### config.mk
export PLATFORM = sky130hd
export DESIGN_NAME = sprite_anim_ctrl
export DESIGN_NICKNAME = d
export VERILOG_FILES = /design/src/rtl/sprite_anim_ctrl.sv
export SDC_FILE = /design/constraint.sdc
export NUM_CORES = 1
export LEC_CHECK = 0
export ABC_AREA = 0
export ABC_CLOCK_PERIOD_IN_PS = 12200
export CAP_MARGIN = 10
export CORE_ASPECT_RATIO = 0.75
export CORE_MARGIN = 4
export CORE_UTILIZATION = 31
export CTS_BUF_LIST = sky130_fd_sc_hd__clkbuf_4 sky130_fd_sc_hd__clkbuf_8 sky130_fd_sc_hd__clkbuf_16
export DETAILED_ROUTE_END_ITERATION = 12
export GPL_TIMING_DRIVEN = 1
export PLACE_DENSITY_LB_ADDON = 0.1
export SLEW_MARGIN = 20
export SYNTH_ARGS = -nofsm -noshare
export SYNTH_HDL_FRONTEND = slang
export SYNTH_SLANG_ARGS = --single-unit
### constraint.sdc
create_clock -name clk -period 12.2 [get_ports clk]
set_input_delay 2.44 -clock clk [delete_from_list [all_inputs] [get_ports clk]]
set_output_delay 2.44 -clock clk [all_outputs]
set_load 0.03 [all_outputs]
### src/rtl/sprite_anim_ctrl.sv
// Sprite animation controller: frame timer, STATIC/WALK/JUMP sequencing and a 3-stage pixel fetch pipeline.
// Optional macro TRANSPARENT_KEY_EN: pixels equal to KEY_COLOR become transparent (pix_hit=0, pix_out=0).
//
// state  | meaning
// STATIC | idle loop over N_FRAMES frames
// WALK   | walk loop over N_FRAMES frames
// JUMP   | jump frames 0..N_JUMP-1, holds on the last one
module sprite_anim_ctrl #(
  parameter int SPR_W    = 47,
  parameter int SPR_H    = 41,
  parameter int N_FRAMES = 4,
  parameter int N_JUMP   = 2,
  parameter int DIV      = 6000000,
  parameter int PIX_W    = 12,
  parameter int AW       = 16,
  parameter logic [PIX_W-1:0] KEY_COLOR = '0
) (
  input  logic             clk,
  input  logic             rst_n,
  input  logic [2:0]       char_state,
  input  logic             px_valid,
  input  logic [7:0]       px_x,
  input  logic [7:0]       px_y,
  output logic [AW-1:0]    rom_addr,
  input  logic [PIX_W-1:0] rom_data,
  output logic [PIX_W-1:0] pix_out,
  output logic             pix_valid,
  output logic             pix_hit,
  output logic [2:0]       frame_idx,
  output logic [1:0]       anim_state
);

  localparam logic [1:0] ST_STATIC = 2'd0;
  localparam logic [1:0] ST_WALK   = 2'd1;
  localparam logic [1:0] ST_JUMP   = 2'd2;

  localparam int     FR   = SPR_W * SPR_H;
  localparam longint SPAN = longint'(2 * N_FRAMES + N_JUMP) * longint'(SPR_W) * longint'(SPR_H);
  localparam int     TW   = (DIV > 1) ? $clog2(DIV) : 1;

  generate
    if (SPAN > (longint'(1) << AW) || N_FRAMES > 8 || N_JUMP > 8 || N_FRAMES < 1 || N_JUMP < 1 || DIV < 1) begin : g_param_chk
      $error("sprite_anim_ctrl: illegal parameter set (ROM span exceeds 2^AW or frame counts out of range)");
    end
  endgenerate

  logic [1:0]      state_q, state_d, nxt_state;
  logic [2:0]      frame_q, frame_d;
  logic [TW-1:0]   timer_q, timer_d;
  logic            step;

  logic [AW-1:0]   rom_addr_q, addr_d, off, base, row, col;
  logic            in_range;
  logic            v1_q, inr1_q, v2_q, inr2_q;
  logic            pix_valid_q, pix_hit_q, hit_d;
  logic [PIX_W-1:0] pix_out_q;

  assign step = (timer_q == TW'(DIV - 1));

  always_comb begin
    nxt_state = ST_STATIC;
    case (char_state[1:0])
      2'b01:   nxt_state = ST_WALK;
      2'b10:   nxt_state = ST_JUMP;
      default: nxt_state = ST_STATIC;
    endcase
    state_d = state_q;
    frame_d = frame_q;
    timer_d = timer_q;
    // a state change wins over a coincident step
    if (nxt_state != state_q) begin
      state_d = nxt_state;
      frame_d = '0;
      timer_d = '0;
    end else begin
      timer_d = step ? '0 : timer_q + TW'(1);
      if (step) begin
        if (state_q == ST_JUMP) begin
          if (frame_q < 3'(N_JUMP - 1)) frame_d = frame_q + 3'd1;
        end else begin
          frame_d = (frame_q == 3'(N_FRAMES - 1)) ? 3'd0 : frame_q + 3'd1;
        end
      end
    end
  end

  always_comb begin
    off = '0;
    case (state_q)
      ST_WALK: off = AW'(N_FRAMES);
      ST_JUMP: off = AW'(2 * N_FRAMES);
      default: off = '0;
    endcase
    base     = (off + AW'(frame_q)) * AW'(FR);
    row      = AW'(px_y) * AW'(SPR_W);
    col      = char_state[2] ? (AW'(SPR_W - 1) - AW'(px_x)) : AW'(px_x);
    in_range = (32'(px_x) < 32'(SPR_W)) && (32'(px_y) < 32'(SPR_H));
    addr_d   = in_range ? (base + row + col) : '0;
  end

`ifdef TRANSPARENT_KEY_EN
  assign hit_d = v2_q & inr2_q & (rom_data != KEY_COLOR);
`else
  assign hit_d = v2_q & inr2_q;
`endif

  always_ff @(posedge clk or negedge rst_n) begin
    if (!rst_n) begin
      state_q     <= ST_STATIC;
      frame_q     <= '0;
      timer_q     <= '0;
      rom_addr_q  <= '0;
      v1_q        <= 1'b0;
      inr1_q      <= 1'b0;
      v2_q        <= 1'b0;
      inr2_q      <= 1'b0;
      pix_valid_q <= 1'b0;
      pix_hit_q   <= 1'b0;
      pix_out_q   <= '0;
    end else begin
      state_q     <= state_d;
      frame_q     <= frame_d;
      timer_q     <= timer_d;
      if (px_valid) rom_addr_q <= addr_d;
      v1_q        <= px_valid;
      inr1_q      <= px_valid & in_range;
      v2_q        <= v1_q;
      inr2_q      <= inr1_q;
      pix_valid_q <= v2_q;
      pix_hit_q   <= hit_d;
      pix_out_q   <= hit_d ? rom_data : '0;
    end
  end

  assign rom_addr   = rom_addr_q;
  assign pix_out    = pix_out_q;
  assign pix_valid  = pix_valid_q;
  assign pix_hit    = pix_hit_q;
  assign frame_idx  = frame_q;
  assign anim_state = state_q;

endmodule
==> results.sh, run 1 <==
export IMPL_die_w_um=163
export IMPL_track_usage_pct=13.1
export IMPL_drt_wl_total_um=12600
export IMPL_antenna_found_initial=0
export IMPL_drt_pass1_iterations=4
export IMPL_grt_pass1_wl_um=21300
export IMPL_worst_slew_pin_slew_ps=788
export IMPL_fin_crit_ps=7790
export IMPL_clk_pin_slew_ps=50
export IMPL_num_vias=3971
export IMPL_status="completed"
export IMPL_numCtsBuffers=9
export IMPL_cellPowerDensity_mw_per_mm2=221
export IMPL_grt_max_degree=63
export IMPL_netlist_instances=538
export IMPL_final_hold_viol_count=0
export IMPL_core_area_sq_mm=0.0177
export IMPL_cts_tree="built"
export IMPL_synth_area_per_cell_sq_um=10.4
export IMPL_crit_path_frequent_cell="inv_1"
export IMPL_tns_ps=0
export IMPL_antenna_left=0
export IMPL_drive_gt1_share_pct=4.07
export IMPL_cts_hold_buf=0
export IMPL_routabilityCongestion=0.794
export IMPL_cap_violations=0
export IMPL_cts_setup_buffers=0
export IMPL_arrival_ps=7990
export IMPL_remaining_drc_errors=0
export IMPL_slowest_delay_ps=670
export IMPL_cp_max_fo=6
export IMPL_synth_top_cell_area_share_pct=27.6
export IMPL_synthTopCellsByArea="dfrtp_1 (28%), fa_1 (21%), ha_1 (17%)"
export IMPL_layout_commonest_cell="inv_1"
export IMPL_ys_seq_area_share_pct=27.6
export IMPL_wl_per_cell_um=14.7
export IMPL_most_common_layout_cells="inv_1 (103), ha_1 (77), clkdlybuf4s50_1 (67), dfrtp_1 (62), fa_1 (58)"
export IMPL_maxSlewHeadroom_pct=47.5
export IMPL_viasPerCell=4.64
export IMPL_syn_num_nets=707
export IMPL_h_tree_depth=3
export IMPL_end_kind="flop"
export IMPL_synth_largest_area_cell="dfrtp_1"
export IMPL_area_growth_pct=21.7
export IMPL_cts_buffer_depth=2
export IMPL_synthesis_area_sq_mm=0.00562
export IMPL_n_antenna_cell=0
export IMPL_cts_root_buf="clkbuf_16"
export IMPL_ys_ff_latch=62
export IMPL_io_pins=69
export IMPL_fmax_mhz=128
export IMPL_path_cells="clkdlybuf4s50_1 -> inv_1 -> fa_1 -> inv_1 -> ha_1 -> inv_1 -> fa_1 -> fa_1 -> inv_1 -> fa_1 -> inv_1 -> fa_1 -> inv_1 -> ha_1 -> nor2b_1 -> o31a_1 -> o221ai_1 -> o21ai_0 -> a221o_1"
export IMPL_required_ps=12400
export IMPL_critPathKind="input port to flop"
export IMPL_clock_latency_ps=320
export IMPL_hp_class="flop to flop"
export IMPL_die_h_um=125
export IMPL_portBuffers=68
export IMPL_slew_violations=0
export IMPL_setup_worst_path_start_class="input port"
export IMPL_synth_async_reset_ratio_pct=100
export IMPL_critPathSlowestCell="clkdlybuf4s50_1"
export IMPL_finalPower_w=0.00151
export IMPL_grt_overflow_total=0
export IMPL_clock_sinks=62
export IMPL_place_hpwl_um=10500
export IMPL_synth_edf_count=0
export IMPL_drt_iter0_drc=167
export IMPL_die_area_sq_mm=0.0204
export IMPL_row_count=42
export IMPL_rsz0062_at_grt="false"
export IMPL_p_leak_nw=3.47
export IMPL_grt_pass1_vias=4172
export IMPL_finalCritPeriodShare_pct=63.9
export IMPL_ir_drop_mv=0.129
export IMPL_fin_worst_skew_ps=5.51
export IMPL_setup_viol_count_final=0
export IMPL_start_util_pct=31.7
export IMPL_ys_warnings_count=0
export IMPL_nNetsFinal=778
export IMPL_synth_ff_type="dfrtp_1"
export IMPL_yosysUniqueCellTypes=52
export IMPL_cts_resized=0
==> stage by stage <==
step | std cells | setup WS, ps | hold WS, ps | utilization (%) | instance area (sq um)
after CTS | 856 | 4430 | 348 | 38.6 | 6840
final | 856 | 4410 | 346 | 38.6 | 6840
after floorplan | 538 | 5000 | 331 | - | 5620
after global routing | 856 | 4180 | 359 | 38.6 | 6840
after global placement | 840 | 4160 | 336 | 37.1 | 6560
after detailed placement | 840 | 4090 | 336 | 37.1 | 6560
==> worst max-delay path, delay by kind of cell <==
| family | cells | cell delay, ps |
|---|---|---|
| adders and majority gates | 7 | 3150 |
| buffers and inverters | 7 | 1040 |
| and+or+nand+nor | 1 | 170 |
| AOI/OAI and AO/OA | 4 | 1180 |
==> final timing paths <==
kind                       cells after the start            to  slack [ps]     startpoint
min                                            0        inr2_q         350         inr1_q
max reg2reg                                   19  rom_addr[13]        6450  anim_state[0]
min in group asynchronous                      2   timer_q[20]        2280          rst_n
max in group asynchronous                      2  rom_addr[15]        9400          rst_n
min reg2reg                                    0        inr2_q         350         inr1_q
max                                           19  rom_addr[14]        4410        px_y[4]
==> flip-flops by register name, summed over array words and instances (netlist names) <==
| register | cells |
|---|---|
| pix_out | 12 |
| v2_q | 1 |
| rom_addr | 16 |
| pix_valid | 1 |
| pix_hit | 1 |
| frame_idx | 3 |
| inr2_q | 1 |
| anim_state | 2 |
| timer_q | 23 |
| v1_q | 1 |
| inr1_q | 1 |
==> where the power goes <==
part	internal, W	total (W)	switching, W
sequential	0.000217	0.000230	0.0000128
clock	0.000146	0.000232	0.0000858
combinational	0.000446	0.00105	0.000601
total	0.000809	0.00151	0.000700
==> cells in the mapped netlist (5+ instances only) <==
library cell	number
o21ai_0	6
clkbuf_1	8
fa_1	58
dfrtp_1	62
nand3_1	14
xnor2_1	13
a32o_1	5
a22o_1	8
nand2_1	20
nor2_1	28
a21oi_1	9
nor2b_1	8
inv_1	103
or3_1	5
nand4_1	8
o21a_1	5
ha_1	77
and3_1	23
a21o_1	5
xor2_1	21
==> metal layers <==
layer  share of wire (%)  wire length [um]  global-route usage [%]  vias up
met2                  46              5780                    20.0       39
met5                   0                 0                       0        -
met4                0.88               110                    2.66        0
li1                    -                 -                       -     1926
met3                 2.2               276                    2.35       11
met1                  51              6390                    19.6     1995
==> cell families after synthesis <==
logic type / after synthesis / synth area share (%)
adders and majority gates: 135 / 37.8
DFF: 62 / 27.6
muxes: 2 / 0.356
xor gates and xnor gates: 35 / 5.70
buffers and inverters: 114 / 7.84
and+or+nand+nor: 126 / 12.0
AOI/OAI and AO/OA: 64 / 8.71
==> area by class of cell <==
cell class                      instances  area [sq um]
Multi-Input combinational cell        362          3630
Fill cell                            1757         10900
Sequential cell                        62          1550
Timing Repair Buffer                   69           683
Inverter                              105           399
Clock inverter                          4          22.5
Clock buffer                           12           254
Tap cell                              242           303
Power figures use the tool's default switching activity.
==> inputs of run 2 (changes only) <==
- ABC_CLOCK_PERIOD_IN_PS: 12200 -> 6700
- clock period: 12.2 -> 6.7 ns (I/O delays scaled with it)
==> run 2 against run 1 <==
Compared with the run above:
- wire length grew 1.4%
- combinational power up 94%
- first-iteration DRC count increased by 3.6%
- power up 91%
- register-to-register slack worse by 5500 ps
- final cell count increased by 3.2%
- design area rose by 3.0%
- clock power rose by 82%
- flip-flop and latch count stayed put
- global-route usage is essentially flat
- via count increased by 1.7%
- hold slack improved by 3.1 ps
- largest cell class unchanged
==> results.sh, run 2 (synthesized netlist as in run 1, its figures left out) <==
export IMPL_status="completed"
export IMPL_io_pins=69
export IMPL_ir_drop_mv=0.321
export IMPL_portBuffers=68
export IMPL_crit_path_frequent_cell="fa_1"
export IMPL_grt_pass1_wl_um=21500
export IMPL_cap_violations=0
export IMPL_die_w_um=163
export IMPL_fin_cells=883
export IMPL_min_delay_start="inr1_q"
export IMPL_place_hpwl_um=10700
export IMPL_reg2reg_to="rom_addr[14]"
export IMPL_setup_viol_count_final=0
export IMPL_grt_pass1_vias=4219
export IMPL_finalPower_w=0.00288
export IMPL_antenna_left=0
export IMPL_fin_crit_ps=6440
export IMPL_cts_buffer_depth=2
export IMPL_cts_hold_buf=0
export IMPL_start_util_pct=31.7
export IMPL_h_tree_depth=3
export IMPL_slew_violations=0
export IMPL_routabilityCongestion=0.760
export IMPL_crit_family="adder cells"
export IMPL_tns_ps=0
export IMPL_rrSetupSlack_ps=940
export IMPL_drive_gt1_share_pct=8.11
export IMPL_r2r_cells=20
export IMPL_drt_iter0_drc=173
export IMPL_cts_tree="built"
export IMPL_clock_latency_ps=320
export IMPL_crit_start="px_y[5]"
export IMPL_n_antenna_cell=0
export IMPL_fin_worst_skew_ps=6.89
export IMPL_cts_root_buf="clkbuf_16"
export IMPL_dpl_cell_area_sq_mm=0.00677
export IMPL_path_cells="clkdlybuf4s50_1 -> inv_1 -> fa_1 -> inv_1 -> fa_1 -> fa_1 -> fa_1 -> fa_1 -> inv_1 -> fa_1 -> inv_1 -> ha_1 -> a21o_1 -> or2_1 -> o211a_1 -> or3_1 -> a32o_1"
export IMPL_cts_setup_buffers=0
export IMPL_row_count=42
export IMPL_die_h_um=125
export IMPL_remaining_drc_errors=0
export IMPL_holdPathStages=0
export IMPL_largest_reg_flops=23
export IMPL_drt_wl_total_um=12700
export IMPL_critPathSlowestCell="fa_1"
export IMPL_core_area_sq_mm=0.0177
export IMPL_dpl_cell_count=867
export IMPL_track_usage_pct=13.2
export IMPL_drt_pass1_iterations=4
export IMPL_fin_ws_ps=257
export IMPL_layout_commonest_cell="inv_1"
export IMPL_worst_slew_pin_slew_ps=789
export IMPL_nNetsFinal=805
export IMPL_viasPerCell=4.57
export IMPL_numCtsBuffers=9
export IMPL_cellPowerDensity_mw_per_mm2=410
export IMPL_required_ps=6910
export IMPL_grt_overflow_total=0
export IMPL_rr_startpoint="anim_state[0]"
export IMPL_fmax_mhz=155
export IMPL_area_growth_pct=25.3
export IMPL_hold_end="inr2_q"
export IMPL_die_area_sq_mm=0.0204
export IMPL_maxSlewHeadroom_pct=47.4
export IMPL_final_hold_viol_count=0
export IMPL_arrival_ps=6650
export IMPL_rsz0062_at_grt="false"
export IMPL_dp_slack_ps=-95.2
export IMPL_slowest_delay_ps=570
export IMPL_most_common_layout_cells="inv_1 (103), ha_1 (77), clkdlybuf4s50_1 (67), dfrtp_1 (62), fa_1 (58)"
export IMPL_largest_register="timer_q"
export IMPL_cts_resized=0
export IMPL_cp_max_fo=4
export IMPL_cp_buffers_inverters=5
export IMPL_num_vias=4037
export IMPL_grt_max_degree=63
export IMPL_final_area_sq_mm=0.00704
export IMPL_finalCritPeriodShare_pct=96.2
export IMPL_wl_per_cell_um=14.4
export IMPL_critPathKind="input port to flop"
export IMPL_antenna_found_initial=0
export IMPL_p_leak_nw=3.60
export IMPL_clk_pin_slew_ps=50
export IMPL_setup_worst_path_start_class="input port"
export IMPL_clock_sinks=62
export IMPL_hp_class="flop to flop"
export IMPL_end_kind="flop"
export IMPL_final_fill_count=1803
[run 2: worst max path at each step]
stage / endpoint / slack, ps / cells past startpoint
after floorplan: rom_addr[10] / 600 / 18
after global placement: rom_addr[11] / -70 / 17
after detailed placement: rom_addr[11] / -100 / 17
after CTS: rom_addr[11] / 230 / 17
after global routing: rom_addr[11] / 20 / 17
final: rom_addr[11] / 260 / 17
[run 2: where the power goes]
group	switching [W]	leakage [nW]	internal, W	total (W)
sequential	0.0000237	0.853	0.000395	0.000418
combinational	0.00111	2.61	0.000938	0.00204
clock	0.000156	0.139	0.000266	0.000422
total	0.00129	3.60	0.00160	0.00288
[run 2: final cells by class]
cell class                 instances  area, sq um  area share [%]
clock inverter                     4         22.5           0.320
tap                              242          303            4.30
timing repair buffer              96          886            12.6
clock buffer                      12          254            3.61
multi-input combinational        362         3630            51.5
inverter                         105          399            5.67
sequential                        62         1550            22.0
[run 2: worst reg2reg max path: cells and delay by family, from the launching register on]
kind / cells / cell delay [ps]
adders and majority gates: 9 / 3880
buffers and inverters: 5 / 250
and+or+nand+nor: 2 / 280
AOI/OAI and AO/OA: 4 / 840
DFF: 1 / 410
[run 2: per-layer routing]
layer / routed length, um / part of all wire [%] / GRT usage [%] / vias to the layer above
li1: - / - / - / 1978
met1: 6450 / 51 / 19.7 / 2017
met2: 5930 / 47 / 20.2 / 35
met3: 273 / 2.1 / 2.38 / 7
met4: 80 / 0.63 / 2.12 / 0
met5: 0 / 0 / 0 / -
[run 2: through the flow]
| step | hold slack (ps) | utilization (%) |
|---|---|---|
| global route | 356 | 39.8 |
| finish | 349 | 39.8 |
| detailed placement | 336 | 38.2 |
| floorplan | 331 | - |
| CTS | 353 | 39.8 |
| global placement | 335 | 38.2 |
==> inputs of run 3 (changes only) <==
- ABC_CLOCK_PERIOD_IN_PS: 6700 -> 7800
- clock period: 6.7 -> 7.8 ns (I/O delays scaled with it)
==> run 3 against run 2 <==
Compared with the run above:
- utilization is 1.1 points lower
- sequential share of layout area rose by 0.60 points
- sequential power fell by 14%
- via count fell by 1.4%
- final cell count down 3.1%
- power is 18% lower
- clock-buffer cell count grew 1
==> results.sh, run 3 (synthesized netlist as in run 1, its figures left out) <==
export IMPL_status="completed"
export IMPL_area_growth_pct=22.0
export IMPL_cellPowerDensity_mw_per_mm2=346
export IMPL_dpl_cell_count=840
export IMPL_place_hpwl_um=10500
export IMPL_clock_latency_ps=320
export IMPL_p_leak_nw=3.47
export IMPL_finalPower_w=0.00237
export IMPL_track_usage_pct=13.1
export IMPL_most_common_layout_cells="inv_1 (103), ha_1 (77), clkdlybuf4s50_1 (67), dfrtp_1 (62), fa_1 (58)"
export IMPL_grt_pass1_wl_um=21400
export IMPL_setup_viol_count_final=0
export IMPL_cp_max_fo=6
export IMPL_r2r_cells=20
export IMPL_cp_buffers_inverters=7
export IMPL_fmax_mhz=145
export IMPL_row_count=42
export IMPL_portBuffers=68
export IMPL_h_tree_depth=3
export IMPL_num_vias=3980
export IMPL_path_depth=19
export IMPL_grt_max_degree=63
export IMPL_die_h_um=125
export IMPL_grt_overflow_total=0
export IMPL_cts_hold_buf=0
export IMPL_die_area_sq_mm=0.0204
export IMPL_io_pins=69
export IMPL_crit_family="adder cells"
export IMPL_antenna_found_initial=0
export IMPL_fin_cells=856
export IMPL_utilization_pct=38.7
export IMPL_slowest_delay_ps=660
export IMPL_drt_wl_total_um=12600
export IMPL_arrival_ps=7090
export IMPL_wl_per_cell_um=14.7
export IMPL_layout_commonest_cell="inv_1"
export IMPL_maxSlewHeadroom_pct=47.5
export IMPL_grt_pass1_vias=4180
export IMPL_viasPerCell=4.65
export IMPL_drt_pass1_iterations=4
export IMPL_critPathKind="input port to flop"
export IMPL_fin_worst_skew_ps=6.22
export IMPL_cap_violations=0
export IMPL_ir_drop_mv=0.208
export IMPL_core_area_sq_mm=0.0177
export IMPL_cts_resized=0
export IMPL_hp_class="flop to flop"
export IMPL_fin_crit_ps=6880
export IMPL_final_hold_viol_count=0
export IMPL_tns_ps=0
export IMPL_cts_root_buf="clkbuf_16"
export IMPL_nNetsFinal=778
export IMPL_holdPathStages=0
export IMPL_drive_gt1_share_pct=4.07
export IMPL_end_kind="flop"
export IMPL_cts_tree="built"
export IMPL_largest_reg_flops=23
export IMPL_cts_setup_buffers=0
export IMPL_largest_register="timer_q"
export IMPL_routabilityCongestion=0.794
export IMPL_remaining_drc_errors=0
export IMPL_numCtsBuffers=9
export IMPL_clk_pin_slew_ps=50
export IMPL_slew_violations=0
export IMPL_start_util_pct=31.7
export IMPL_critPathSlowestCell="clkdlybuf4s50_1"
export IMPL_n_antenna_cell=0
export IMPL_worst_slew_pin_slew_ps=787
export IMPL_clock_sinks=62
export IMPL_path_cells="clkdlybuf4s50_1 -> inv_1 -> fa_1 -> inv_1 -> ha_1 -> inv_1 -> fa_1 -> fa_1 -> inv_1 -> fa_1 -> inv_1 -> fa_1 -> inv_1 -> ha_1 -> nor2b_1 -> o31a_1 -> o221ai_1 -> o21ai_0 -> a221o_1"
export IMPL_die_w_um=163
export IMPL_drt_iter0_drc=161
export IMPL_antenna_left=0
export IMPL_rsz0062_at_grt="false"
export IMPL_setup_worst_path_start_class="input port"
export IMPL_crit_path_frequent_cell="inv_1"
export IMPL_cts_buffer_depth=2
export IMPL_required_ps=8000
export IMPL_finalCritPeriodShare_pct=88.2
[run 3: cell count changes in the layout (fill, tap and decap cells not counted), sizes merged]
cell,before,now
clkbuf,12,13
buf,29,2
clkinv,4,3
[run 3: path summary, 6_finish.rpt]
path	endpoint	start	slack, ps
max in group asynchronous	pix_out[2]	rst_n	5870
max reg2reg	rom_addr[14]	anim_state[0]	2020
max	rom_addr[14]	px_y[4]	920
min in group asynchronous	timer_q[19]	rst_n	1410
min reg2reg	inr2_q	inr1_q	350
min	inr2_q	inr1_q	350
[run 3: routing by layer]
| metal | track usage (%) | routed length [um] | share of wire (%) | up-vias |
|---|---|---|---|---|
| met5 | 0 | 0 | 0 | - |
| met1 | 19.6 | 6350 | 51 | 1999 |
| met2 | 19.8 | 5800 | 46 | 49 |
| met4 | 2.47 | 100 | 0.80 | 0 |
| li1 | - | - | - | 1922 |
| met3 | 2.48 | 310 | 2.5 | 10 |
[run 3: area by class of cell]
type / instances / area, sq um
inverter: 105 / 399
clock buffer: 13 / 274
tap: 242 / 303
timing repair buffer: 69 / 683
clock inverter: 3 / 17.5
multi-input combinational: 362 / 3630
sequential: 62 / 1550
fill: 1779 / 10900
[run 3: where the power goes]
part	internal [W]	total [W]	switching, W
Combinational	0.000697	0.00163	0.000935
Clock	0.000243	0.000379	0.000135
Sequential	0.000339	0.000360	0.0000208
[run 3: stage by stage]
step                      cell area [sq um]  hold WS, ps  worst slack [ps]
after floorplan                        5620          331              1480
after global placement                 6560          336               639
after detailed placement               6560          336               579
after CTS                              6860          348               919
after global routing                   6860          360               685
final                                  6860          345               917
